==> config.mk <==
export PLATFORM = sky130hd
export DESIGN_NAME = excp_commit
export DESIGN_NICKNAME = d
export VERILOG_FILES = /design/src/rtl/excp_commit.sv
export SDC_FILE = /design/constraint.sdc
export NUM_CORES = 1
export LEC_CHECK = 0
export ABC_AREA = 0
export BUFFER_PORTS_ARGS = -buffer_cell sky130_fd_sc_hd__buf_2
export CORE_MARGIN = 1.5
export CORE_UTILIZATION = 40
export CTS_BUF_LIST = sky130_fd_sc_hd__clkbuf_16
export CTS_CLUSTER_DIAMETER = 100
export DETAILED_ROUTE_END_ITERATION = 8
export PLACE_DENSITY = 0.7
export SLEW_MARGIN = 40
export SYNTH_ARGS = -nofsm -noshare
export SYNTH_HDL_FRONTEND = slang
export SYNTH_SLANG_ARGS = --single-unit
==> constraint.sdc <==
create_clock -name clk -period 2.1 [get_ports clk]
set_input_delay 0.21 -clock clk [delete_from_list [all_inputs] [get_ports clk]]
set_output_delay 0.21 -clock clk [all_outputs]
set_load 0.01 [all_outputs]
==> src/rtl/excp_commit.sv <==
// Commit-stage exception/ERTN sequencer: encodes an accepted instruction's exception,
// hands it to the CSR file, retries on failure and drives flush/redirect on a taken jump.
module excp_commit #(
  parameter int unsigned FLUSH_CYCLES = 2
) (
  input  logic        clk,
  input  logic        rst,
  input  logic        in_valid,
  output logic        in_ready,
  input  logic [31:0] in_pc,
  input  logic [5:0]  in_flags,
  input  logic [31:0] in_vaddr,
  input  logic        have_intrpt,
  output logic [81:0] csr_bus,
  input  logic        excp_jump,
  input  logic [31:0] excp_pc,
  input  logic        jump_excp_fail,
  output logic        csr_wen_block,
  output logic        flush,
  output logic        redirect_valid,
  output logic [31:0] redirect_pc
);

  localparam logic [1:0] IDLE  = 2'd0;
  localparam logic [1:0] ISSUE = 2'd1;
  localparam logic [1:0] RETRY = 2'd2;
  localparam logic [1:0] FLUSH = 2'd3;

  localparam logic [3:0] FLUSH_INIT = 4'(FLUSH_CYCLES);

  logic [1:0]  state_q, state_d;
  logic        pend_q, pend_d;
  logic        retried_q, retried_d;
  logic [81:0] payload_q, payload_d;
  logic [3:0]  cnt_q, cnt_d;
  logic        rv_q, rv_d;
  logic [31:0] rpc_q, rpc_d;

  logic        pend_now;
  logic        accept;
  logic [81:0] payload_new;

  assign pend_now = pend_q | have_intrpt;
  assign accept   = in_valid & (state_q == IDLE);

  // Payload layout: {is_etrn, in_excp, ecode, subecode, era, use_badv, bad_vaddr}
  always_comb begin
    payload_new = '0;
    if (pend_now) begin
      payload_new = {1'b0, 1'b1, 6'h00, 9'h0, in_pc, 1'b0, 32'h0};
    end else if (in_flags[0]) begin
      payload_new = {1'b0, 1'b1, 6'h08, 9'h0, in_pc, 1'b1, in_pc};
    end else if (in_flags[1]) begin
      payload_new = {1'b0, 1'b1, 6'h0D, 9'h0, in_pc, 1'b0, 32'h0};
    end else if (in_flags[2]) begin
      payload_new = {1'b0, 1'b1, 6'h0B, 9'h0, in_pc, 1'b0, 32'h0};
    end else if (in_flags[3]) begin
      payload_new = {1'b0, 1'b1, 6'h0C, 9'h0, in_pc, 1'b0, 32'h0};
    end else if (in_flags[4]) begin
      payload_new = {1'b0, 1'b1, 6'h09, 9'h0, in_pc, 1'b1, in_vaddr};
    end else if (in_flags[5]) begin
      payload_new = {1'b1, 1'b0, 80'h0};
    end
  end

  always_comb begin
    state_d   = state_q;
    pend_d    = pend_now;
    retried_d = retried_q;
    payload_d = payload_q;
    cnt_d     = cnt_q;
    rv_d      = 1'b0;
    rpc_d     = rpc_q;
    case (state_q)
      IDLE: begin
        // Clean instructions with nothing pending are consumed without leaving IDLE.
        if (accept && (pend_now || (|in_flags))) begin
          payload_d = payload_new;
          retried_d = 1'b0;
          state_d   = ISSUE;
          if (pend_now) pend_d = 1'b0;
        end
      end
      ISSUE: begin
        if (excp_jump) begin
          rpc_d     = excp_pc;
          rv_d      = 1'b1;
          cnt_d     = FLUSH_INIT;
          retried_d = 1'b0;
          state_d   = FLUSH;
        end else if (jump_excp_fail) begin
          retried_d = 1'b1;
          state_d   = RETRY;
        end else begin
          retried_d = 1'b0;
          state_d   = IDLE;
        end
      end
      RETRY: state_d = ISSUE;
      FLUSH: begin
        cnt_d = cnt_q - 4'd1;
        if (cnt_q <= 4'd1) begin
          cnt_d   = 4'd0;
          state_d = IDLE;
        end
      end
      default: state_d = IDLE;
    endcase
  end

  always_ff @(posedge clk) begin
    if (rst) begin
      state_q   <= IDLE;
      pend_q    <= 1'b0;
      retried_q <= 1'b0;
      payload_q <= '0;
      cnt_q     <= 4'd0;
      rv_q      <= 1'b0;
      rpc_q     <= 32'h0;
    end else begin
      state_q   <= state_d;
      pend_q    <= pend_d;
      retried_q <= retried_d;
      payload_q <= payload_d;
      cnt_q     <= cnt_d;
      rv_q      <= rv_d;
      rpc_q     <= rpc_d;
    end
  end

  // Outputs are gated by rst so a reset cycle never presents a live request.
  assign in_ready       = (state_q == IDLE);
  assign csr_bus        = (state_q == ISSUE && !rst) ? payload_q : '0;
  assign csr_wen_block  = !rst && ((state_q == RETRY) || (state_q == ISSUE && retried_q));
  assign flush          = !rst && (state_q == FLUSH);
  assign redirect_valid = !rst && rv_q;
  assign redirect_pc    = rpc_q;

endmodule

# Word-level counts from Yosys, hierarchy flattened
# Cells that the tools add are included.
[op_classes] n_reduce_logical=19 n_addsub=1 mux=23 magnitude_cmp=1 n_bitwise=3 n_eq_ne=6
[op_table] cell="82-bit two-way mux" n=8
[op_table] cell="2-bit AND reduction" n=5
[op_table] cell="2-bit two-way mux" n=4
[op_table] cell="4-bit two-way mux" n=2
[op_table] cell="2-bit one-hot mux with 4 select lines" n=1
[op_table] cell="4-bit one-hot mux with 2 select lines" n=1
[op_table] cell="1-bit logical AND" n=6
[op_table] cell="1-bit two-way mux" n=6
[op_table] cell="6-bit OR reduction" n=1
[op_table] cell="2-bit == test, second input constant" n=2
[op_table] cell="4-bit by 1-bit <= comparator with 1-bit output, second input constant" n=1
[op_table] cell="2-bit inequality test, second input constant" n=2
[op_table] cell="2-bit nonzero test" n=2
[op_table] cell="4-bit by 1-bit subtractor with 4-bit output, second input constant" n=1
[op_table] cell="2-bit by 1-bit == test with 1-bit output, second input constant" n=1
[op_table] cell="2-bit zero test" n=1
[op_table] cell="1-bit logical OR" n=2
[op_table] cell="2-bit by 1-bit inequality test with 1-bit output, second input constant" n=1
[op_table] cell="1-bit one-hot mux with 2 select lines" n=1
[op_table] cell="2-bit OR reduction" n=1
[op_table] cell="1-bit bitwise AND" n=1
[op_table] cell="1-bit zero test" n=1
[op_table] cell="1-bit inverter" n=1
[op_table] cell="1-bit OR" n=1
[totals] wordCells=60 out_inout_bits=118 reg_bits=123 in_bits=108

# Depth between registers and ports, before layout
# Gate-level depths: netlist (run 1).
[depth] word_depth=7 ltp_mapped=7 depth_no_buf=6

# Worst setup path before layout (run 1)
# Ideal clock, no wire load.
[synth_path] path_type="register to register" from="register state_q[1]" to="register payload_q[33]" setup_ns=0.117 path_slack_ns=0.407 path_buffers=3 t_required_ns=1.983 synth_period_minus_slack_ns=1.693 stages_incl_launch_ff=8 t_arrival_ns=1.576 cell_sequence="dfxtp_1 buf_6 or3b_1 buf_6 a41oi_2 nor2_2 buf_6 a22o_1"
[synth_via] elab_chain_len=4
[synth_lines] item="from (decl)" line_no="31" source="logic [1:0] state_q, state_d;"
[synth_lines] item="from (signal assigned)" line_no="121" source="state_q <= state_d;"
[synth_lines] item="2-bit zero test (*)" line_no="44, 74"
[synth_lines] item="1-bit bitwise AND" line_no="44" source="assign accept = in_valid & (state_q == IDLE);"
[synth_lines] item="1-bit logical AND" line_no="77" source="if (accept && (pend_now || (|in_flags))) begin"
[synth_lines] item="2-bit AND reduction (no source line) (*)"
[synth_lines] item="to (signal assigned)" line_no="124" source="payload_q <= payload_d;"
[synth_lines] item="to (decl)" line_no="34" source="logic [81:0] payload_q, payload_d;"
# Mark *: on every way between the ends. The rest lies on a longest branch, timed or not.
# A chain may end at the register's enable or synchronous reset.

# Worst setup path in the final report (run 1)
[layout_path] from="register state_q[0]" to="output port csr_bus[38]"
[layout_via] elab_chain_len=3
[layout_lines] item="2-bit by 1-bit == test with 1-bit output" line_no="133" source="assign csr_bus = (state_q == ISSUE && !rst) ? payload_q : '0;"
[layout_lines] item="1-bit logical AND" line_no="133"
[layout_lines] item="82-bit two-way mux" line_no="133"
[layout_lines] item="to (decl)" line_no="14" source="output logic [81:0] csr_bus,"
# Every way passes these cells.

==> flow_metrics.py, run 1 <==
metrics = {
    "yosys": {
        "post_synth_inst_count": 617,
        "post-synth-top-count-cell": "sky130_fd_sc_hd__dfxtp_1",
        "yosysTopAreaCell": "sky130_fd_sc_hd__dfxtp_1",
        "async_flop_share_pct": 0,
        "synth_adder_area_share_pct": 0.474,
        "yosysUniqueCellTypes": 39,
        "synth-edff-count": 0,
        "synthesis.yosys.warnings": 0,
        "ys_seq_area_share_pct": 42.5,
        "synth.area.mux_share_pct": 0.190,
        "synth_top_family_by_area": "simple AND/OR/NAND/NOR gates",
        "postSynthRegisterBits": 112,
        "synth.top_cell.area_share_pct": 42.5,
        "synth_ff_type": "sky130_fd_sc_hd__dfxtp_1",
        "yosys.area_share.simple_pct": 27.6,
        "synth_top_cells_by_area": "sky130_fd_sc_hd__dfxtp_1 (42%), sky130_fd_sc_hd__and2_1 (8.5%), sky130_fd_sc_hd__nand2_1 (7.5%)",
        "synth_compound_gate_area_share_pct": 22.4,
        "synth_xor_xnor_area_share_pct": 0,
        "post_synth.cell_area_avg_um2": 8.56,
        "synth.cell_area_um2": 5280,
        "post_synth_most_frequent_cells": "sky130_fd_sc_hd__dfxtp_1 (112), sky130_fd_sc_hd__nand2_1 (106), sky130_fd_sc_hd__and2_1 (72)",
    },
    "drt": {
        "post-route-drc-count": 0,
        "drt_wl_cell_um": 14.0,
        "drt.antenna.violating_nets": 0,
        "drt_first_iter_violations": 220,
        "average_vias_per_placed_instance": 4.84,
        "vias": 4776,
        "drt_first_pass_iters": 4,
        "drt_wl_total_um": 13800,
    },
    "sta": {
        "hold_violations": 0,
        "fmaxAchievable_mhz": 532,
        "finalWorstPathRequiredPeriod_ns": 1.88,
        "timing.final.crit_share_pct": 89.6,
        "final.setup.tns_ns": 0,
        "grt_setup_unrepaired": "no",
        "slew_viol_final": 0,
        "report.final.setup_viol": 0,
        "fin_skew_ns": 0.00661,
    },
    "placement": {
        "place_area_um2": 6450,
        "dpl.hpwl_um": 9670,
        "io_buffer_count": 214,
        "gpl.final_weighted_congestion": 0.812,
    },
    "hold_path": {
        "timing.hold.worst_endpoint": "payload_q[50]$_SDFFE_PP0P_",
        "worst_hold_path.num_cells": 2,
        "hold_path.startpoint": "in_pc[17]",
        "type_of_the_worst_min_delay_path": "primary input to flip-flop",
    },
    "grt": {
        "maximum_number_of_pins_on_one_net_before_global_route_repair": 64,
        "first_global_vias": 4384,
        "grt_overflow_total": 0,
        "grt_pass1_wl_um": 22000,
        "grtUsageTotal_pct": 19.5,
        "number_of_antenna_violations_at_the_first_check_in_global_routing": 1,
    },
    "finish": {
        "final_layout_size_suffix_gt1_share_pct": 38.5,
        "flow.area_growth_from_synthesis_pct": 27.8,
        "fin_nets": 919,
        "finish.utilization_pct": 52.8,
        "antennaDiodeCount": 0,
        "filler_cell_count": 1246,
        "final_design_area_no_fill_um2": 6750,
    },
    "flow_run": {
        "drv.max_cap_violation_count": 0,
    },
    "critical_path": {
        "cp_max_fo": 22,
        "crit-reg2reg-capture": "payload_q[26]$_SDFFE_PP0P_",
        "rrSetupSlack_ns": 0.23,
        "r2r.worst_path.cells": 5,
        "cp-start-kind": "flip-flop",
        "cp-end-kind": "output port",
        "worstReg2RegStart": "state_q[0]$_SDFFE_PP0P_",
        "arrival_ns": 1.67,
        "critical_path_required_ns": 1.89,
        "worst_setup_path_class": "flip-flop to output port",
    },
    "clock_tree": {
        "worstSkewPairLatency_ns": 0.35,
        "tritoncts": "done",
        "cts_sinks": 112,
        "cts.hold.buffers_added": 0,
        "post_cts_resized": 0,
        "htree_levels": 3,
        "cts.reportedPaths.clkPinSlew_ns": 0.07,
        "post_cts_buffers": 0,
        "root_buffer": "sky130_fd_sc_hd__clkbuf_16",
        "cts-buffers-inserted": 9,
        "clock_path_buffers": 2,
    },
    "power_and_ir_drop": {
        "ir_worst_vdd_mv": 0.555,
        "power_mw": 4.81,
        "static-leakage-power_nw": 3.04,
        "power-per-cell-area_nw_per_um2": 714,
    },
    "floorplan": {
        "die_x_um": 118,
        "initial_core_util_pct": 41.3,
        "rows": 41,
        "core_area_um2": 12800,
        "die-height_um": 118,
        "design.die.area_um2": 13900,
        "ios": 226,
    },
    "status": {
        "run_status": "finished clean",
    },
}
how the worst max path moves through the flow:
stage                                      end               startpoint  cells past startpoint
floorplan           payload_q[33]$_SDFFE_PP0P_  state_q[1]$_SDFFE_PP0P_                      7
global placement     payload_q[0]$_SDFFE_PP0P_  state_q[0]$_SDFFE_PP0P_                      5
detailed placement  payload_q[13]$_SDFFE_PP0P_  state_q[0]$_SDFFE_PP0P_                      5
CTS                                csr_bus[47]  state_q[0]$_SDFFE_PP0P_                      5
global route                       csr_bus[13]  state_q[0]$_SDFFE_PP0P_                      5
finish                             csr_bus[38]  state_q[0]$_SDFFE_PP0P_                      5
worst max-delay path: stages, from the launching register on:
cell	delay, ns
sky130_fd_sc_hd__dfxtp_1	0.47
sky130_fd_sc_hd__nand2b_1	0.16
sky130_fd_sc_hd__nor2_4	0.14
sky130_fd_sc_hd__buf_4	0.23
sky130_fd_sc_hd__and2_1	0.18
sky130_fd_sc_hd__buf_2	0.14
metal layers:
layer	up-vias	share of wire, %	global-route usage, %	wire (um)
li1	2423	-	-	-
met1	2170	46	25.0	6340
met2	173	45	31.4	6270
met3	10	8.0	7.12	1110
met4	0	0.93	4.65	129
met5	-	0	0	0
through the flow:
step                      hold slack, ns  setup WS (ns)  instances
after global placement             0.436          0.285        970
after CTS                         0.0658          0.185        986
after detailed placement           0.442          0.241        970
after floorplan                    0.343          0.407        627
after global routing              0.0691         0.0826        986
final                             0.0836          0.219        986
power by group:
group,leakage [nW],switching [mW],internal (mW)
clock,0.143,0.810,0.929
sequential,0.912,0.0634,2.24
combinational,1.99,0.454,0.318
kinds of logic after synthesis:
family	Yosys count
buffers and inverters	65
flip-flops	112
adder cells (fa/ha/maj)	2
multiplexers	1
AND/OR/NAND/NOR	282
AO/OA/AOI/OAI	154
other	1
state kept, by name, summed over array words and instances (netlist names):
signal	flops
cnt_q	4
rv_q	1
pend_q	1
redirect_pc	32
state_q	2
retried_q	1
payload_q	71
area by class of cell:
type	instances	area, um^2	area share [%]
clock buffers	9	225	3.34
multi-input cells	450	2730	40.4
well taps	172	215	3.19
clock inverters	7	70.1	1.04
flip-flops and latches	112	2240	33.2
repair buffers	230	1240	18.4
inverters	6	22.5	0.334
placed cells by master (no fill, tap or decap), drive strengths merged:
cell type | synthesis | routed
a211oi | 3 | 3
a21oi | 43 | 43
a221oi | 1 | 1
a22o | 32 | 32
a22oi | 34 | 34
a41o | 1 | 1
a41oi | 1 | 1
and2 | 72 | 72
and3 | 1 | 1
buf | 31 | 230
bufinv | 0 | 1
clkbuf | 28 | 9
clkinv | 0 | 3
clkinvlp | 0 | 1
conb | 1 | 11
dfxtp | 112 | 112
ha | 2 | 2
inv | 6 | 8
mux2i | 1 | 1
nand2 | 106 | 106
nand2b | 33 | 33
nand3 | 2 | 2
nand3b | 1 | 1
nor2 | 50 | 50
nor2b | 4 | 4
nor3 | 7 | 7
nor3b | 2 | 2
o211a | 1 | 1
o211ai | 1 | 1
o21a | 1 | 1
o21ai | 36 | 36
or2 | 2 | 2
or3b | 1 | 1
or4b | 1 | 1
Power figures use the tool's default switching activity.
==> run 2, diff against run 1 <==
- clock period: 2.1 -> 2.21 ns (I/O delays scaled with it)
==> run 2 against run 1 <==
Net effect:
- worst setup slack lost 0.053 ns
- clock power shrank 7%
- hold slack improved by 0.010 ns
- sequential share of layout area is 0.25 points higher
- via count up 0.13%
- power fell by 6.1%
- largest cell class unchanged
==> flow_metrics.py, run 2 (synthesis gave the netlist of run 1 again) <==
metrics = {
    "status": {
        "run_status": "finished clean",
    },
    "clock_tree": {
        "worstSkewPairLatency_ns": 0.35,
        "tritoncts": "done",
        "htree_levels": 3,
        "cts.reportedPaths.clkPinSlew_ns": 0.07,
        "cts-buffers-inserted": 9,
        "root_buffer": "sky130_fd_sc_hd__clkbuf_16",
        "cts_sinks": 112,
        "clock_path_buffers": 2,
        "cts.hold.buffers_added": 0,
        "post_cts_buffers": 0,
        "post_cts_resized": 0,
    },
    "grt": {
        "number_of_antenna_violations_at_the_first_check_in_global_routing": 2,
        "grt_overflow_total": 0,
        "grtUsageTotal_pct": 20.1,
        "globalRouteMet2Util_pct": 31.6,
        "maximum_number_of_pins_on_one_net_before_global_route_repair": 52,
        "grt_most_used_layer": "met2",
        "first_global_vias": 4608,
        "gr-usage-met1_pct": 25.4,
        "grt_pass1_wl_um": 22600,
        "grt_use_met3_pct": 7.95,
    },
    "hold_path": {
        "type_of_the_worst_min_delay_path": "primary input to flip-flop",
        "hold_path.startpoint": "in_pc[17]",
        "worst_hold_path.num_cells": 2,
        "timing.hold.worst_endpoint": "payload_q[50]$_SDFFE_PP0P_",
    },
    "drt": {
        "drt.antenna.violating_nets": 0,
        "drt_wl_total_um": 13800,
        "vias": 4782,
        "post-route-drc-count": 0,
        "drt_wl_cell_um": 14.0,
        "drt_first_pass_iters": 4,
        "drt_first_iter_violations": 267,
        "average_vias_per_placed_instance": 4.85,
    },
    "placement": {
        "gpl.final_weighted_congestion": 0.786,
        "io_buffer_count": 214,
        "dpl.hpwl_um": 9600,
        "place_area_um2": 6410,
    },
    "critical_path": {
        "critical_path_required_ns": 1.99,
        "rrSetupSlack_ns": 0.27,
        "arrival_ns": 1.82,
        "crit-reg2reg-capture": "payload_q[39]$_SDFFE_PP0P_",
        "worstReg2RegStart": "state_q[0]$_SDFFE_PP0P_",
        "r2r.worst_path.cells": 5,
        "cp-end-kind": "output port",
        "worst_setup_path_class": "flip-flop to output port",
        "cp-start-kind": "flip-flop",
        "cp_max_fo": 49,
    },
    "sta": {
        "final.setup.tns_ns": 0,
        "finalWorstPathRequiredPeriod_ns": 2.04,
        "worst-slew-pin-transition_ns": 0.631,
        "fin_skew_ns": 0.00480,
        "hold_violations": 0,
        "slew_headroom_pct": 58.0,
        "grt_setup_unrepaired": "no",
        "fin_hold_ws_ns": 0.0936,
        "slew_viol_final": 0,
        "timing.final.crit_share_pct": 92.5,
        "report.final.setup_viol": 0,
        "fmaxAchievable_mhz": 489,
    },
    "finish": {
        "final_layout_size_suffix_gt1_share_pct": 38.4,
        "mostFrequentLayoutCell": "sky130_fd_sc_hd__buf_2",
        "finish.utilization_pct": 52.4,
        "flow.area_growth_from_synthesis_pct": 26.9,
        "final_cell_mix": "sky130_fd_sc_hd__buf_2 (213), sky130_fd_sc_hd__dfxtp_1 (112), sky130_fd_sc_hd__nand2_1 (106)",
        "final_design_area_no_fill_um2": 6700,
        "largest_register": "payload_q",
        "largest_register_ff_count": 71,
        "fin_nets": 918,
        "filler_cell_count": 1248,
    },
    "power_and_ir_drop": {
        "static-leakage-power_nw": 3.03,
        "share_clk_of_total_power_pct": 35.7,
        "cellInternalPower_mw": 3.29,
        "comb_power_share_pct": 15.8,
        "netSwitchingFraction_pct": 27.3,
        "ir_worst_vdd_mv": 0.651,
        "seqPwrFrac_pct": 48.5,
        "net_switching_power_mw": 1.23,
        "power-per-cell-area_nw_per_um2": 675,
    },
    "flow_run": {
        "drv.max_cap_violation_count": 0,
    },
    "floorplan": {
        "die_x_um": 118,
        "initial_core_util_pct": 41.3,
        "die-height_um": 118,
        "rows": 41,
        "design.die.area_um2": 13900,
        "ios": 226,
        "core_area_um2": 12800,
    },
}
==> run 2: cell type report <==
class	instances	area [um^2]	share of cell area (%)
repair buffers	229	1200	17.9
diodes	2	5.00	0.0747
multi-input cells	450	2730	40.7
clock inverters	6	60.1	0.897
clock buffers	9	225	3.36
well taps	172	215	3.21
inverters	6	22.5	0.336
flip-flops and latches	112	2240	33.5
==> run 2: worst max path at each step <==
stage                             from                          to
2_1_floorplan  state_q[1]$_SDFFE_PP0P_  payload_q[33]$_SDFFE_PP0P_
5_1_grt        state_q[0]$_SDFFE_PP0P_                 csr_bus[47]
6_report       state_q[0]$_SDFFE_PP0P_                 csr_bus[47]
3_5_place_dp   state_q[0]$_SDFFE_PP0P_  payload_q[57]$_SDFFE_PP0P_
4_1_cts        state_q[0]$_SDFFE_PP0P_                 csr_bus[47]
3_3_place_gp   state_q[0]$_SDFFE_PP0P_  payload_q[55]$_SDFFE_PP0P_
==> run 2: metal layers <==
metal  up-vias  share of wire, %
li1       2420                 -
met1      2155                45
met2       194                44
met3        13               9.8
met4         0              0.96
met5         -                 0
==> run 2: critical path: stages (launching register included) <==
cell and delay [ns]:
sky130_fd_sc_hd__dfxtp_1 0.47, sky130_fd_sc_hd__nand2b_1 0.16, sky130_fd_sc_hd__nor2_4 0.10, sky130_fd_sc_hd__buf_4 0.35, sky130_fd_sc_hd__and2_1 0.22, sky130_fd_sc_hd__buf_2 0.14
==> run 2: stage by stage <==
| stage | std cells | total power [mW] | worst slack (ns) |
|---|---|---|---|
| finish | 986 | 4.52 | 0.165 |
| global route | 985 | 4.75 | 0.0178 |
| CTS | 984 | 4.58 | 0.118 |
| detailed placement | 969 | 2.96 | 0.298 |
| global placement | 969 | 2.95 | 0.343 |
| floorplan | 627 | 2.71 | 0.517 |
==> run 2: power groups by stage <==
stage                     logic (mW)  clock network (mW)  registers [mW]
final                          0.715                1.61            2.19
after global routing           0.794                1.75            2.20
after CTS                      0.723                1.67            2.19
after detailed placement       0.721                   0            2.23
after global placement         0.717                   0            2.23
after floorplan                0.476                   0            2.24
